File: config.mk
export PLATFORM = sky130hd
export DESIGN_NAME = demux4_buf_flat
export DESIGN_NICKNAME = d
export VERILOG_FILES = /design/src/rtl/demux4_buf_if.sv /design/src/rtl/demux4_buf.sv /design/src/flat_wrapper.sv
export SDC_FILE = /design/constraint.sdc
export NUM_CORES = 1
export LEC_CHECK = 0
export ABC_AREA = 1
export CAP_MARGIN = 40
export CORE_ASPECT_RATIO = 2
export CORE_MARGIN = 5
export CORE_UTILIZATION = 61
export DETAILED_ROUTE_END_ITERATION = 10
export DONT_BUFFER_PORTS = 1
export PLACE_DENSITY = 0.75
export SKIP_LAST_GASP = 1
export SLEW_MARGIN = 30
export SYNTH_ARGS = -nofsm -noshare
export SYNTH_HDL_FRONTEND = slang
export SYNTH_SLANG_ARGS = --single-unit
export TNS_END_PERCENT = 10
File: constraint.sdc
create_clock -name clk -period 1.8 [get_ports clk]
set_input_delay 0.45 -clock clk [delete_from_list [all_inputs] [get_ports clk]]
set_output_delay 0.45 -clock clk [all_outputs]
set_load 0.02 [all_outputs]
File: src/rtl/demux4_buf_if.sv
// Handshake bundle for demux4_buf: one valid/ready input stream with a
// per-word channel select, and four registered valid/ready output channels.
interface demux4_buf_if #(
  parameter int WIDTH = 8
);
  logic             in_valid;
  logic             in_ready;
  logic [1:0]       in_sel;
  logic [WIDTH-1:0] in_data;
  logic [3:0]       out_valid;
  logic [3:0]       out_ready;
  logic [WIDTH-1:0] out_data0;
  logic [WIDTH-1:0] out_data1;
  logic [WIDTH-1:0] out_data2;
  logic [WIDTH-1:0] out_data3;
  logic             busy;

  // Producer/consumer side: drives the input word and the consumers' ready.
  modport master (
    output in_valid, in_sel, in_data, out_ready,
    input  in_ready, out_valid, out_data0, out_data1, out_data2, out_data3, busy
  );

  // Demultiplexer side.
  modport slave (
    input  in_valid, in_sel, in_data, out_ready,
    output in_ready, out_valid, out_data0, out_data1, out_data2, out_data3, busy
  );
endinterface

File: src/rtl/demux4_buf.sv
// Buffered 1-to-4 demultiplexer. Each output channel owns a one-entry
// registered buffer; the input is ready whenever the addressed channel is
// empty or is being drained in the same cycle, so a channel whose consumer
// is always ready sustains one word per cycle with no bubble.
module demux4_buf #(
  parameter int WIDTH = 8
) (
  input  logic         clk,
  input  logic         rstn,
  demux4_buf_if.slave  bus
);

  logic [3:0]       full_q, full_d;
  logic [WIDTH-1:0] buf_q [4];
  logic [WIDTH-1:0] buf_d [4];
  logic [3:0]       drain;
  logic             in_rdy;
  logic             accept;

  // Readiness looks only at the addressed channel; other channels never block.
  assign in_rdy = ~full_q[bus.in_sel] | bus.out_ready[bus.in_sel];
  assign accept = bus.in_valid & in_rdy;
  assign drain  = full_q & bus.out_ready;

  // Next-state: drains empty their channel, an accept (re)fills the addressed
  // one; accept wins over drain so a same-channel swap keeps the flag set.
  always_comb begin
    full_d = full_q & ~drain;
    for (int i = 0; i < 4; i++) begin
      buf_d[i] = buf_q[i];
    end
    if (accept) begin
      full_d[bus.in_sel] = 1'b1;
      buf_d[bus.in_sel]  = bus.in_data;
    end
  end

  // Channel state; reset empties every buffer immediately.
  always_ff @(posedge clk or negedge rstn) begin
    if (!rstn) begin
      full_q <= '0;
      for (int i = 0; i < 4; i++) begin
        buf_q[i] <= '0;
      end
    end else begin
      full_q <= full_d;
      for (int i = 0; i < 4; i++) begin
        buf_q[i] <= buf_d[i];
      end
    end
  end

  assign bus.in_ready  = in_rdy;
  assign bus.out_valid = full_q;
  assign bus.out_data0 = buf_q[0];
  assign bus.out_data1 = buf_q[1];
  assign bus.out_data2 = buf_q[2];
  assign bus.out_data3 = buf_q[3];
  assign bus.busy      = |full_q;

endmodule

File: src/flat_wrapper.sv
// flat-port wrapper written by rule: the top's interface ports become plain ports
module demux4_buf_flat 
#(
  parameter int WIDTH = 8
)
  (clk, rstn, bus_in_valid, bus_in_sel, bus_in_data, bus_out_ready, bus_in_ready, bus_out_valid, bus_out_data0, bus_out_data1, bus_out_data2, bus_out_data3, bus_busy);
  demux4_buf_if #(.WIDTH(WIDTH)) bus_i ();
  input  logic clk;
  input  logic rstn;
  input wire logic [$bits(bus_i.in_valid)-1:0] bus_in_valid;
  input wire logic [$bits(bus_i.in_sel)-1:0] bus_in_sel;
  input wire logic [$bits(bus_i.in_data)-1:0] bus_in_data;
  input wire logic [$bits(bus_i.out_ready)-1:0] bus_out_ready;
  output wire logic [$bits(bus_i.in_ready)-1:0] bus_in_ready;
  output wire logic [$bits(bus_i.out_valid)-1:0] bus_out_valid;
  output wire logic [$bits(bus_i.out_data0)-1:0] bus_out_data0;
  output wire logic [$bits(bus_i.out_data1)-1:0] bus_out_data1;
  output wire logic [$bits(bus_i.out_data2)-1:0] bus_out_data2;
  output wire logic [$bits(bus_i.out_data3)-1:0] bus_out_data3;
  output wire logic [$bits(bus_i.busy)-1:0] bus_busy;
  assign bus_i.in_valid = bus_in_valid;
  assign bus_i.in_sel = bus_in_sel;
  assign bus_i.in_data = bus_in_data;
  assign bus_i.out_ready = bus_out_ready;
  assign bus_in_ready = bus_i.in_ready;
  assign bus_out_valid = bus_i.out_valid;
  assign bus_out_data0 = bus_i.out_data0;
  assign bus_out_data1 = bus_i.out_data1;
  assign bus_out_data2 = bus_i.out_data2;
  assign bus_out_data3 = bus_i.out_data3;
  assign bus_busy = bus_i.busy;
  demux4_buf #(.WIDTH(WIDTH)) u_core (.clk(clk), .rstn(rstn), .bus(bus_i));
endmodule
==> qor.csv <==
stage,metric,value,unit
outcome,outcome,completed,
critical_path,crit-reg2reg-launch,u_core.bus.out_valid[0],
sta,finalClockSkew,4.48,ps
cells_and_area,n_fill_cell,219,
cells_and_area,post-route-util,65.6,%
sta,finalCritPeriodShare,96.3,%
synthesis,synth_nets,195,
synthesis,synth_top_area_share,52.6,%
sta,slew_viol_final,0,
global_routing,grt_max_degree,38,
sta,slew_headroom,73.0,%
critical_path,cp.required,1350,ps
critical_path,crit_chain,nand2_1 -> nand2_1 -> nand2_1 -> nand2_4 -> nand2_8,
global_routing,grt_pass1_wl,6420,um
power_and_ir_drop,power_leakage,0.000895,uW
routing,drtPass1Iterations,4,
synthesis,synth_warnings,0,
critical_path,startpoint_type,register,
cts,htreeDepth,2,
cells_and_area,diodes,0,
cells_and_area,nets,196,
placement,place_congestion,0.763,
critical_path,end_kind,output port,
cts,cts_max_path_buffers,2,
cts,post_cts_buffers,0,
synthesis,ys_ff_latch,36,
worst_hold_path,hold_path_class,input pin to register,
floorplanning,initial_core_util,62.6,%
synthesis,netlist_area,0.00171,mm2
routing,dr.first_iter.drc_count,73,
sta,setup_viol_count_final,0,
sta,rsz0062_at_grt,false,
critical_path,worst_path_max_delay_cell,dfrtp_1,
routing,vias,1264,
placement,dp_hpwl,2950,um
global_routing,grtUsageTotal,22.7,%
critical_path,slowest_delay,470,ps
global_routing,first_global_vias,1281,
cts,path_clk_slew,70,ps
sta,tightest_slew,405,ps
placement,port_buffers,0,
cts,root_buffer,clkbuf_8,
critical_path,crit_type,register to output port,
cts,numCtsBuffers,5,
critical_path,crit_top_cell,nand2_1,
synthesis,syn_inst,178,
cells_and_area,final_common_cell,nand2_1,
synthesis,synth_top_cells_by_area,"dfrtp_1 (53%), nand2_1 (16%), nand4_1 (12%)",
cells_and_area,drive_gt1_share,13.9,%
sta,fmax,0.577,GHz
cts,clock_latency,290,ps
critical_path,critical_path.max_fanout,19,
sta,hold_viol,0,
routing,drc,0,
floorplanning,rows,27,
cells_and_area,final_cells,209,
synthesis,syn_avg_cell_area,9.63,um2
sta,fin_setup_tns,0,ps
cells_and_area,area_delta_synth_final,4.74,%
power_and_ir_drop,vdd_drop_max,0.901,mV
floorplanning,die-height,85.0,um
routing,routed_wl,4080,um
routing,detail-route-antenna-nets,0,
critical_path,cp.arrival,1280,ps
flow_run,cap_violations,0,
placement,dp_cells,198,
global_routing,gr-total-overflow,0,
worst_hold_path,hp-start,bus_out_ready[1],
routing,avgRoutedWirePerCell,19.5,um
floorplanning,core_area,0.00274,mm2
sta,final.min_clock_period,1730,ps
routing,routed_via_density,6.05,
critical_path,critPathLaunch,u_core.bus.out_valid[0],
power_and_ir_drop,powerDensity,1180,mW/mm2
global_routing,antenna_found_initial,0,
synthesis,seq_area_frac_synth,52.6,%
cts,cts.sinks,36,
synthesis,yosys.area.top_type,dfrtp_1,
cells_and_area,most-common-layout-cells,"nand2_1 (73), dfrtp_1 (35), nand4_1 (33)",
cts,cts_tree,built,
synthesis,yosys.cell_types.count,20,
floorplanning,die-area,0.00403,mm2
floorplanning,die_w,47.5,um
floorplanning,ios,55,
==> stage by stage <==
step | setup WS (ps) | instance area [um2] | power (uW) | hold WS [ps]
floorplan | 167 | 1710 | 1490 | 154
global placement | 351 | 1660 | 1520 | 155
detailed placement | 286 | 1660 | 1530 | 155
CTS | 0.526 | 1780 | 2150 | 231
global route | 0.336 | 1800 | 2240 | 234
finish | 67.1 | 1800 | 2130 | 237
==> worst paths after layout <==
path	to	slack, ps	cells after the start
worst min register to register	u_core.bus.out_data2[5]	620	2
max in group asynchronous	u_core.bus.out_data2[5]	1010	2
worst max register to register	u_core.bus.out_data3[5]	360	8
worst min-delay path	u_core.bus.out_valid[1]	240	1
min in group asynchronous	u_core.bus.out_valid[0]	600	2
worst max-delay path	bus_in_ready	70	5
==> synthesized netlist by cell type (all sizes together) <==
cell,number
nand2,78
dfrtp,36
nand4,33
buf,9
nand3,7
inv,6
nor2,4
o21ai,4
clkinv,1
==> power breakdown <==
part	internal [uW]	switching (uW)
sequential	961	306
combinational	94.9	176
clock	312	278
==> critical path: cells and delay by family (launching register included) <==
| family | cells | cell delay, ps |
|---|---|---|
| DFF | 1 | 470 |
| and+or+nand+nor | 5 | 510 |
==> state kept, by name, summed over array words and instances (netlist names) <==
name / cells
u_core.bus.out_data0: 8
u_core.bus.out_data3: 8
u_core.bus.out_valid: 4
u_core.bus.out_data1: 8
u_core.bus.out_data2: 8
==> logic make-up (layout without fill, tap and decap cells) <==
logic type	count (synthesis)	count (layout)	synth area share, %
simple gates	122	123	39.3
flops	36	36	52.6
buf+inv	16	17	6.93
compound gates	4	4	1.17
==> layer usage <==
layer | part of all wire (%) | GRT usage, % | up-vias
li1 | - | - | 605
met1 | 36 | 26.3 | 602
met2 | 53 | 35.3 | 48
met3 | 9.2 | 8.70 | 9
met4 | 2.6 | 10.8 | 0
met5 | 0 | 0 | -
==> final cells by class <==
class	instances	area [um2]	area share [%]
clock buffers	8	90.1	5.02
multi-input cells	127	706	39.3
flip-flops and latches	36	902	50.2
well taps	29	36.3	2.02
repair buffers	2	30.0	1.67
inverters	7	31.3	1.74
==> what timing repair did <==
| action | in CTS | in global routing |
|---|---|---|
| gates resized for setup | 0 | 1 |
| hold endpoints to repair | 36 | 0 |
| hold buffers | 2 | 0 |
| setup endpoints to repair | 0 | 1 |
(Power assumes the default switching activity.)
